**src/rtl/led_key_pio_pkg.sv**
```systemverilog
// led_key_pio_pkg: register map and control bit constants for the LED/key peripheral
package led_key_pio_pkg;
  localparam int ADDR_CTRL       = 0;
  localparam int ADDR_LED_DIRECT = 1;
  localparam int ADDR_KEY_STATE  = 2;
  localparam int ADDR_EDGE_CAP   = 3;
  localparam int ADDR_IRQ_MASK   = 4;
  localparam int ADDR_DUTY_BASE  = 5;
  localparam int CTRL_EN         = 0;
  localparam int CTRL_MODE       = 1;
endpackage

```
**src/rtl/key_debounce.sv**
```systemverilog
// key_debounce: 2-flop synchroniser plus stable-count debouncer for one active-low key
module key_debounce #(
  parameter int DEBOUNCE_CYCLES = 1000000
) (
  input  logic clk,
  input  logic rst_n,
  input  logic key_n,
  output logic level,
  output logic press
);
  localparam int CW = $clog2(DEBOUNCE_CYCLES);
  logic s1, s2, in_lvl, done;
  logic [CW-1:0] cnt;
  assign in_lvl = ~s2;
  assign done   = cnt == CW'(DEBOUNCE_CYCLES - 1);
  assign press  = in_lvl & ~level & done;
  always_ff @(posedge clk or negedge rst_n)
    if (!rst_n) begin
      s1    <= 1'b1;
      s2    <= 1'b1;
      level <= 1'b0;
      cnt   <= '0;
    end else begin
      s1    <= key_n;
      s2    <= s1;
      level <= (in_lvl != level && done) ? in_lvl : level;
      cnt   <= (in_lvl == level || done) ? '0 : cnt + 1'b1;
    end
endmodule

```
**src/rtl/led_key_pio.sv**
```systemverilog
// led_key_pio: Avalon-MM LED (direct/PWM) and debounced key peripheral with edge capture and IRQ
module led_key_pio
  import led_key_pio_pkg::*;
#(
  parameter int NUM_LEDS        = 4,
  parameter int NUM_KEYS        = 4,
  parameter int PWM_BITS        = 8,
  parameter int DEBOUNCE_CYCLES = 1000000,
  parameter int ADDR_W          = 5
) (
  input  logic                clk_clk,
  input  logic                reset_reset_n,
  input  logic [ADDR_W-1:0]   avs_address,
  input  logic                avs_read,
  input  logic                avs_write,
  input  logic [31:0]         avs_writedata,
  output logic [31:0]         avs_readdata,
  output logic                avs_readdatavalid,
  input  logic [NUM_KEYS-1:0] key_n,
  output logic [NUM_LEDS-1:0] led,
  output logic                irq
);
  logic [31:0] a, rd;
  logic [1:0] ctrl;
  logic [NUM_LEDS-1:0] led_direct, pwm;
  logic [NUM_KEYS-1:0] key_state, press, edge_cap, irq_mask;
  logic [NUM_LEDS-1:0][PWM_BITS-1:0] duty, shadow;
  logic [PWM_BITS-1:0] cnt;
  logic unused_ok;
  assign a = 32'(avs_address);
  assign unused_ok = ^avs_writedata;
  for (genvar k = 0; k < NUM_KEYS; k++) begin : g_key
    key_debounce #(.DEBOUNCE_CYCLES(DEBOUNCE_CYCLES)) u_db (
      .clk(clk_clk),
      .rst_n(reset_reset_n),
      .key_n(key_n[k]),
      .level(key_state[k]),
      .press(press[k])
    );
  end
  always_comb begin
    pwm = '0;
    for (int i = 0; i < NUM_LEDS; i++) pwm[i] = cnt < shadow[i];
  end
  always_comb begin
    rd = '0;
    if (a == ADDR_CTRL) rd[1:0] = ctrl;
    if (a == ADDR_LED_DIRECT) rd[NUM_LEDS-1:0] = led_direct;
    if (a == ADDR_KEY_STATE) rd[NUM_KEYS-1:0] = key_state;
    if (a == ADDR_EDGE_CAP) rd[NUM_KEYS-1:0] = edge_cap;
    if (a == ADDR_IRQ_MASK) rd[NUM_KEYS-1:0] = irq_mask;
    for (int i = 0; i < NUM_LEDS; i++) if (a == ADDR_DUTY_BASE + i) rd[PWM_BITS-1:0] = duty[i];
  end
  // shadow duties load as the counter wraps so a period never sees a half-applied duty
  always_ff @(posedge clk_clk or negedge reset_reset_n)
    if (!reset_reset_n) begin
      ctrl              <= '0;
      led_direct        <= '0;
      edge_cap          <= '0;
      irq_mask          <= '0;
      duty              <= '0;
      shadow            <= '0;
      cnt               <= '0;
      led               <= '0;
      irq               <= 1'b0;
      avs_readdata      <= '0;
      avs_readdatavalid <= 1'b0;
    end else begin
      if (avs_write && a == ADDR_CTRL) ctrl <= avs_writedata[1:0];
      if (avs_write && a == ADDR_LED_DIRECT) led_direct <= avs_writedata[NUM_LEDS-1:0];
      if (avs_write && a == ADDR_IRQ_MASK) irq_mask <= avs_writedata[NUM_KEYS-1:0];
      for (int i = 0; i < NUM_LEDS; i++)
        if (avs_write && a == ADDR_DUTY_BASE + i) duty[i] <= avs_writedata[PWM_BITS-1:0];
      edge_cap          <= (edge_cap & ~((avs_write && a == ADDR_EDGE_CAP) ? avs_writedata[NUM_KEYS-1:0] : '0)) | press;
      cnt               <= cnt + 1'b1;
      shadow            <= &cnt ? duty : shadow;
      led               <= ctrl[CTRL_EN] ? (ctrl[CTRL_MODE] ? pwm : led_direct) : '0;
      irq               <= |(edge_cap & irq_mask);
      avs_readdatavalid <= avs_read;
      avs_readdata      <= avs_read ? rd : '0;
    end
endmodule

```
**config.mk**
```make
export PLATFORM = sky130hd
export DESIGN_NAME = led_key_pio
export DESIGN_NICKNAME = d
export VERILOG_FILES = /design/src/rtl/led_key_pio_pkg.sv /design/src/rtl/key_debounce.sv /design/src/rtl/led_key_pio.sv
export SDC_FILE = /design/constraint.sdc
export NUM_CORES = 1
export LEC_CHECK = 0
export CELL_PAD_IN_SITES_DETAIL_PLACEMENT = 1
export CELL_PAD_IN_SITES_GLOBAL_PLACEMENT = 2
export CORE_MARGIN = 2
export CORE_UTILIZATION = 36
export CTS_BUF_LIST = sky130_fd_sc_hd__clkbuf_8
export CTS_CLUSTER_DIAMETER = 100
export DETAILED_ROUTE_END_ITERATION = 16
export PLACE_DENSITY_LB_ADDON = 0.1
export SETUP_SLACK_MARGIN = 0.5
export SLEW_MARGIN = 30
export SYNTH_ARGS = -nofsm -noshare
export SYNTH_HDL_FRONTEND = slang
export SYNTH_HIERARCHICAL = 1
export SYNTH_SLANG_ARGS = --single-unit
```
**constraint.sdc**
```tcl
create_clock -name clk_clk -period 1.85 [get_ports clk_clk]
set_input_delay 0.555 -clock clk_clk [delete_from_list [all_inputs] [get_ports clk_clk]]
set_output_delay 0.555 -clock clk_clk [all_outputs]
set_load 0.02 [all_outputs]
```
* Word-level counts from Yosys, hierarchy flattened *
Index checks and enable logic that the tools add are counted.

storage, ports and cells
  output and inout bits = 38
  register bits = 192
  input port bits = 45
  word-level logic and storage cells = 118

cells by class
  $add $sub $neg = 5
  $lt $le $gt $ge = 4
  eq/ne operators = 20
  muxes and demuxes = 17
  reduce and logical (&&, ||, !) cells = 19
  bitwise logic cells = 20

operator list
  operator                                       number
  adder 20 x 1 -> 20 bit, second input constant  4
  == test 20 bit, second input constant          4
  two-way mux 20 bit                             4
  two-way mux 8 bit                              5
  zero test 32 bit                               1
  less-than comparator 8 bit                     4
  two-way mux 4 bit                              7
  == test 5 x 3 -> 1 bit, second input constant  4
  logical AND 1 bit                              12
  == test 5 x 2 -> 1 bit, second input constant  2
  adder 8 x 1 -> 8 bit, second input constant    1
  AND 1 bit                                      8
  AND 4 bit                                      2
  NOT 1 bit                                      8
  AND reduction 8 bit                            1
  == test 5 x 1 -> 1 bit, second input constant  1
  == test 5 x 4 -> 1 bit, second input constant  1
  == test 1 bit                                  4
  logical OR 1 bit                               4
  inequality test 1 bit                          4
  NOT 4 bit                                      1
  bitwise OR 4 bit                               1
  OR reduction 4 bit                             1
  two-way mux 2 bit                              1

* Depth between registers and ports, before layout *
Gate-level depths: netlist (run 1).

  word-level depth = 11
  depth in mapped cells = 8
  mapped depth without buffers = 7

* Cells and area by module *
Netlist (run 1), hierarchy kept.

by module, submodules not included
  module        area an instance (um2)  sequential area each (um2)  times used  cells each
  led_key_pio   5081.1                  2502.4                      1           478
  key_debounce  1178.6                  578.1                       4           114

* Worst setup path after synthesis (run 1) *
OpenSTA, ideal clock, no wires.

  path type = register to register
  start point = register g_key[0].u_db.cnt[0]
  end point = register g_key[0].u_db.cnt[15]
  slack = 37 ps
  stages on the path, launching flop included = 7
  period minus slack after synthesis = 1813 ps
  library setup time = 119 ps
  arrival = 1695 ps
  required time = 1731 ps
  path buffers = 1
  cell sequence = dfrtp_1 ha_1 nand3_4 or4b_4 o21bai_4 buf_6 nor2_1

on the way
  cells in the longest elaborated chain, start to end = 3
  elaborated cells on any way between the ends = 4
  classes of those cells = add/sub: 1; eq/ne: 1; mux: 1; reduce/logical: 1

ends and longest elaborated chain
  item                                                                            line                RTL
  start, declared                                                                 key_debounce.sv:13  logic [CW-1:0] cnt;
  start signal, assigned                                                          key_debounce.sv:27  cnt <= (in_lvl == level || done) ? '0 : cnt + 1'b1;
  parallel branches: the longest is 2 deep, another holds adder 20 x 1 -> 20 bit  -
  two-way mux 20 bit *                                                            key_debounce.sv:27

Every way passes the cells marked *.
A chain may end at the register's enable or synchronous reset.

* Final worst setup path (run 1) *
  start point = register g_key[2].u_db.cnt[0]
  end point = register g_key[2].u_db.cnt[9]

on the way
  cells in the longest elaborated chain, start to end = 3
  elaborated cells on any way between the ends = 4
  classes of those cells = add/sub: 1; eq/ne: 1; mux: 1; reduce/logical: 1

ends and longest elaborated chain
  item                                                                            line
  start, declared                                                                 key_debounce.sv:13
  start signal, assigned                                                          key_debounce.sv:27
  parallel branches: the longest is 2 deep, another holds adder 20 x 1 -> 20 bit  -
  two-way mux 20 bit *                                                            key_debounce.sv:27

Marks and branches as above.

==> results of run 1 <==
==> cell usage in the layout (no fill, tap or decap), types with 19 or more instances in the layout <==
| master | netlist | final |
|---|---|---|
| dfrtp_1 | 184 | 173 |
| buf_4 | 29 | 104 |
| nor2_1 | 115 | 80 |
| xnor2_1 | 59 | 59 |
| inv_1 | 57 | 58 |
| nand2_1 | 80 | 48 |
| buf_6 | 4 | 45 |
| mux2_2 | 43 | 28 |
| nand3_1 | 31 | 27 |
| nor2_2 | 1 | 26 |
| ha_1 | 37 | 25 |
| nand2_4 | 1 | 24 |
| conb_1 | 1 | 24 |
| o21ai_2 | 0 | 23 |
| nor3_1 | 25 | 21 |
| nor4_1 | 30 | 20 |
| clkbuf_8 | 0 | 20 |
| o21ai_1 | 1 | 19 |
==> final cells by class <==
type	instances	area [sq um]	area share [%]
Multi-Input combinational cell	664	5510	41.1
Sequential cell	192	4830	36.1
Timing Repair Buffer	195	2030	15.2
Tap cell	341	427	3.19
Clock buffer	19	262	1.95
Inverter	57	214	1.60
Clock inverter	13	114	0.851
Antenna cell	1	2.50	0.0187
==> power by group <==
group | internal (mW) | switching, mW | total [mW]
combinational | 0.465 | 0.438 | 0.903
sequential | 4.42 | 0.307 | 4.73
clock | 1.14 | 1.59 | 2.73
==> sequential cells by signal, summed over array words and instances (netlist names) <==
signal / flops
avs_readdatavalid: 1
led: 4
led_direct: 4
g_key.u_db/level: 4
g_key.u_db/cnt: 80
cnt: 8
edge_cap: 4
irq: 1
avs_readdata: 8
ctrl: 2
g_key.u_db/s2: 4
shadow: 32
duty: 32
g_key.u_db/s1: 4
irq_mask: 4
==> metal layers <==
layer  share of wire [%]  GRT usage, %
met1                  45          25.0
met2                  52          33.8
met3                 2.0          3.27
met4                0.95          4.01
met5                   0             0
==> cells by family (layout without fill, tap and decap cells) <==
| kind of cell | after synthesis | count (layout) | synth area share (%) |
|---|---|---|---|
| buf+inv | 101 | 284 | 5.38 |
| mux | 59 | 59 | 6.58 |
| simple gates | 358 | 358 | 20.2 |
| fa+ha+maj | 37 | 37 | 4.73 |
| flops | 192 | 192 | 49.2 |
| other cells | 1 | 25 | 0.0383 |
| compound gates | 120 | 120 | 8.02 |
| xor+xnor | 66 | 66 | 5.90 |
==> path summary, 6_finish.rpt <==
path	start	to	slack (ns)	cells after the start
setup / recovery	g_key[2].u_db/cnt[0]$_DFF_PN0_	g_key[2].u_db/cnt[9]$_DFF_PN0_	0.10	6
hold / removal	g_key[0].u_db/s1$_DFF_PN1_	g_key[0].u_db/s2$_DFF_PN1_	0.36	0
setup reg to reg	g_key[2].u_db/cnt[0]$_DFF_PN0_	g_key[2].u_db/cnt[9]$_DFF_PN0_	0.10	6
hold reg to reg	g_key[0].u_db/s1$_DFF_PN1_	g_key[0].u_db/s2$_DFF_PN1_	0.36	0
max in group asynchronous	reset_reset_n	g_key[1].u_db/s2$_DFF_PN1_	0.65	3
min in group asynchronous	reset_reset_n	led[2]$_DFF_PN0_	0.57	2
==> critical path, stage by stage (launching register included) <==
cell and delay, ns:
dfrtp_1 0.42, ha_4 0.17, nand3_4 0.07, or4b_4 0.54, o21bai_4 0.21, buf_8 0.18, nor2_1 0.05
==> timing repair <==
item,CTS,global route
buffers inserted,50,22
hold endpoints to repair,4,0
pin swaps,69,41
hold buffers,1,0
setup endpoints to repair,188,174
gates cloned,9,0
gates resized for setup,256,105
==> stage by stage <==
step           worst slack (ns)  hold WS [ns]  instance area [sq um]  util, %  TNS [ns]
6_report                  0.102         0.360                  13400     49.9         0
5_1_grt                  0.0300         0.363                  13400     49.9         0
4_1_cts                   0.119         0.362                  12800     47.7         0
3_5_place_dp             -0.540         0.348                  11200     41.8    -21.61
3_3_place_gp             -0.471         0.346                  11200     41.8    -20.71
2_1_floorplan            0.0815         0.259                  10100        -         0
==> impl_metrics.py, run 1 <==
metrics = {
    "yosys": {
        "syn-instance-count": 934,
        "synth-main-ff-cell": "dfrtp_1",
        "synth_edf_count": 0,
        "synth-seq-cells": 192,
        "yosysWarnings": 6,
        "avgSynthCellArea_sq_um": 10.5,
        "synth_area_leaders": "dfrtp_1 (47%), xnor2_1 (5.3%), mux2_2 (4.9%), ha_1 (4.7%), nor2_1 (4.4%)",
        "post-synth-top-area-cell": "dfrtp_1",
        "yosys.area.top_type_share_pct": 47.0,
        "ys_types": 51,
        "synth_async_sr_flop_share_pct": 100,
        "synthTopCellsByCount": "dfrtp_1 (184), nor2_1 (115), nand2_1 (80)",
        "seq_area_frac_synth_pct": 49.2,
        "syn_area_sq_um": 9800,
        "yosysMostFrequentCell": "dfrtp_1",
    },
    "detailed_routing": {
        "antenna_left": 0,
        "wl_per_cell_um": 18.0,
        "drt_wl_total_um": 26700,
        "first_pass_iters": 4,
        "drc_errors": 0,
        "vias": 7421,
        "avgViaCountPerCell": 5.01,
        "drt_iter0_markers": 169,
    },
    "setup_path": {
        "worstSetupEndpointType": "register",
        "worstPathRequired_ns": 2.21,
        "critical_path_class": "register to register",
        "cp.arrival_ns": 2.11,
        "cp_max_fo": 8,
        "cp-start-kind": "register",
    },
    "placed_design": {
        "dp.cells": 1367,
        "numPortBuffers": 34,
        "hpwl_um": 18200,
        "place.gp.congestion": 0.770,
    },
    "pwr": {
        "powerDensity_nw_per_um2": 625,
        "p_total_mw": 8.36,
        "p_leak_nw": 5.95,
        "power.ir.vdd_worst_uv": 421,
    },
    "finish": {
        "drive_above_1_share_pct": 40.2,
        "nNetsFinal": 1209,
        "instances_no_fill": 1482,
        "syn_to_final_growth_pct": 36.6,
        "num-fill-cells": 2907,
    },
    "grt": {
        "grt_use_total_pct": 19.3,
        "first_global_vias": 7799,
        "grt_max_degree": 37,
        "grt_overflow_total": 0,
        "antenna_found_initial": 1,
        "grt_pass1_wl_um": 42700,
    },
    "die": {
        "die_width_um": 169,
        "row_count": 60,
        "dieArea_sq_um": 28500,
        "boundaryPins": 83,
        "die_h_um": 169,
        "coreArea_sq_um": 26800,
        "initial_core_util_pct": 36.5,
    },
    "clocking": {
        "clock_latency_ns": 0.47,
        "cts_tree": "built",
        "cts.sinks": 192,
        "clockRootBuffer": "clkbuf_8",
        "clockBufferDepth": 2,
        "h-tree-depth": 4,
        "cts_buffers": 17,
        "clk_pin_slew_worst_paths_ns": 0.11,
    },
    "timing": {
        "rsz0062_at_grt": "yes",
        "fin_crit_sh_pct": 94.5,
        "period_minus_slack_ns": 1.75,
        "fmaxAchievable_ghz": 0.572,
        "hold_viol": 0,
        "slew_viol_final": 0,
        "skew_ns": 0.0192,
        "setup_violations": 0,
    },
    "run_status": {
        "status": "finished, final reports clean",
    },
    "hold_path": {
        "min_path_type": "register to register",
    },
    "job": {
        "max_cap_violations": 0,
    },
}
Note: power is estimated with default switching activity, not from simulation.
==> inputs of run 2 (changes only) <==
- ABC_CLOCK_PERIOD_IN_PS: default -> 1850
==> results of run 2 <==
Final layout, timing and power as in run 1 (identical DEF).
==> inputs of run 3 (changes only) <==
- ABC_AREA: default -> 1
- CORE_UTILIZATION: 36 -> 33
==> run 3 against run 2 <==
Final area is 14% higher; synthesized cell count is 37% higher; critical path depth is 5 lower; worst setup slack better by 0.15 ns; register-to-register slack better by 0.18 ns; highest routed layer unchanged; combinational power is 21% higher; global-route usage is 0.40 points higher.
==> impl_metrics.py, run 3 <==
metrics = {
    "run_status": {
        "status": "finished, final reports clean",
    },
    "yosys": {
        "synth-main-ff-cell": "dfrtp_1",
        "synth_async_sr_flop_share_pct": 100,
        "synthSimpleGateAreaFrac_pct": 27.6,
        "synthTopCellsByCount": "nand2_1 (278), nor2_1 (226), dfrtp_1 (184)",
        "yosys.area_share.adder_pct": 4.50,
        "muxShareOfSynthArea_pct": 0.365,
        "avgSynthCellArea_sq_um": 8.03,
        "syn-instance-count": 1282,
        "yosysMostFrequentCell": "nand2_1",
        "ys_types": 40,
        "synth_area_leaders": "dfrtp_1 (45%), nand2_1 (10%), nor2_1 (8.2%), inv_1 (5.9%), ha_1 (4.5%)",
        "synth_edf_count": 0,
        "synth-compound-area-share_pct": 8.31,
        "post-synth-top-area-cell": "dfrtp_1",
        "yosysWarnings": 6,
        "synth-seq-cells": 192,
        "yosys.area.top_type_share_pct": 44.7,
        "seq_area_frac_synth_pct": 46.8,
        "synth_top_family_by_area": "simple AND/OR/NAND/NOR gates",
        "syn_area_sq_um": 10300,
        "synthXorXnorAreaFrac_pct": 2.89,
    },
    "grt": {
        "grt_overflow_total": 0,
        "grtUsageMet2_pct": 31.4,
        "grt.met1_usage_pct": 27.1,
        "first_global_vias": 9398,
        "grt_max_degree": 43,
        "antenna_found_initial": 0,
        "grt_use_total_pct": 19.7,
        "grt_pass1_wl_um": 50700,
        "busiest_layer": "met2",
        "grtUsageMet3_pct": 3.46,
    },
    "timing": {
        "hold_viol": 0,
        "hold_ws_ns": 0.362,
        "rsz0062_at_grt": "yes",
        "setup_violations": 0,
        "fin_ws_ns": 0.248,
        "period_minus_slack_ns": 1.60,
        "slew_viol_final": 0,
        "fmaxAchievable_ghz": 0.624,
        "fin_setup_tns_ns": 0,
        "skew_ns": 0.0120,
        "fin_crit_sh_pct": 86.6,
    },
    "pwr": {
        "p_total_mw": 8.94,
        "powerDensity_nw_per_um2": 586,
        "power.ir.vdd_worst_uv": 449,
        "p_leak_nw": 6.60,
    },
    "setup_path": {
        "critical_path_class": "register to output port",
        "worstPathRequired_ns": 1.29,
        "cp-start-kind": "register",
        "path_cells": "buf_6",
        "slowest_delay_ns": 0.42,
        "cp.arrival_ns": 1.05,
        "critPathBufInv": 1,
        "crit_family": "flip-flops",
        "worstSetupEndpointType": "output port",
        "cp_max_fo": 1,
        "critPathSlowestCell": "dfrtp_1",
    },
    "placed_design": {
        "placed_area_sq_um": 11400,
        "place_ws_ns": -0.346,
        "hpwl_um": 20400,
        "place.gp.congestion": 0.788,
        "numPortBuffers": 34,
        "dp.cells": 1732,
    },
    "die": {
        "coreArea_sq_um": 30700,
        "boundaryPins": 83,
        "dieArea_sq_um": 32600,
        "die_width_um": 181,
        "die_h_um": 181,
        "initial_core_util_pct": 33.6,
        "row_count": 64,
    },
    "finish": {
        "syn_to_final_growth_pct": 48.2,
        "top_register": "g_key.u_db/cnt",
        "instances_no_fill": 1930,
        "drive_above_1_share_pct": 42.2,
        "fin_area_sq_um": 15300,
        "largest_register_ffs": 80,
        "biggestRegsByFlops": "g_key.u_db/cnt: 80 flops, duty: 32 flops, shadow: 32 flops",
        "final_cell_mix": "nand2_1 (224), inv_1 (146), dfrtp_1 (146), buf_4 (125), nor2_1 (109)",
        "nNetsFinal": 1603,
        "num-fill-cells": 3499,
        "post-route-util_pct": 49.8,
        "antennaDiodeCount": 0,
        "final_common_cell": "nand2_1",
    },
    "clocking": {
        "cts.sinks": 192,
        "cts_buffers": 17,
        "clockBufferDepth": 2,
        "clockRootBuffer": "clkbuf_8",
        "clk_pin_slew_worst_paths_ns": 0.10,
        "cts_tree": "built",
        "h-tree-depth": 4,
        "clock_latency_ns": 0.49,
    },
    "detailed_routing": {
        "antenna_left": 0,
        "drt_wl_total_um": 33100,
        "avgViaCountPerCell": 4.76,
        "first_pass_iters": 4,
        "drc_errors": 0,
        "drt_iter0_markers": 379,
        "wl_per_cell_um": 17.2,
        "vias": 9191,
    },
    "hold_path": {
        "min_path_type": "register to register",
    },
    "job": {
        "max_cap_violations": 0,
    },
}
## run 3: changes by cell type in the layout (fill, tap and decap cells not counted), sizes merged, moves of 12 or more
cell,delta
nand2,+220
mux2i,-16
nor2,+132
buf,+25
nand4,+12
inv,+116
mux2,-40
and3,-14
o21ai,+36
nor3,-25
a21oi,+23
nor4,-38
nand3,+32
xnor2,-41
## run 3: worst paths after layout
path / startpoint / endpoint / slack, ns / cells past startpoint
min reg2reg: g_key[2].u_db/s1$_DFF_PN1_ / g_key[2].u_db/s2$_DFF_PN1_ / 0.36 / 0
min in group asynchronous: reset_reset_n / cnt[6]$_DFF_PN0_ / 0.60 / 2
min: g_key[2].u_db/s1$_DFF_PN1_ / g_key[2].u_db/s2$_DFF_PN1_ / 0.36 / 0
max in group asynchronous: reset_reset_n / g_key[1].u_db/s2$_DFF_PN1_ / 0.66 / 3
max: avs_readdata[1]$_DFF_PN0_ / avs_readdata[1] / 0.25 / 1
max reg2reg: cnt[3]$_DFF_PN0_ / led[2]$_DFF_PN0_ / 0.28 / 7
## run 3: metal layers
metal / share of wire, % / wire [um]
met5: 0 / 0
met4: 2.0 / 659
met3: 2.3 / 748
met2: 49 / 16400
met1: 46 / 15400
## run 3: what timing repair did
item | in CTS | in global routing
gates cloned | 20 | 0
endpoints found under the setup margin | 185 | 187
pin swaps | 86 | 137
gates resized for setup | 290 | 324
hold buffers | 0 | 1
hold endpoints to repair | 0 | 5
setup buffers | 71 | 74
## run 3: cells by family after synthesis
group	Yosys count
compound gates	153
flops	192
other cells	1
xor+xnor	34
fa+ha+maj	37
mux	3
simple gates	648
buf+inv	214
## run 3: layout make-up
| class | count | area [sq um] | share of cell area, % |
|---|---|---|---|
| inverters | 172 | 683 | 4.48 |
| flip-flops and latches | 192 | 4860 | 31.9 |
| clock inverters | 13 | 181 | 1.19 |
| well taps | 396 | 495 | 3.25 |
| repair buffers | 225 | 2280 | 14.9 |
| clock buffers | 19 | 262 | 1.71 |
| multi-input cells | 913 | 6500 | 42.6 |
## run 3: report_power, final
group	leakage, nW	internal, mW	total (mW)	switching [mW]
Clock	0.228	1.55	3.15	1.60
Sequential	2.51	4.44	4.70	0.263
Combinational	3.87	0.438	1.09	0.652
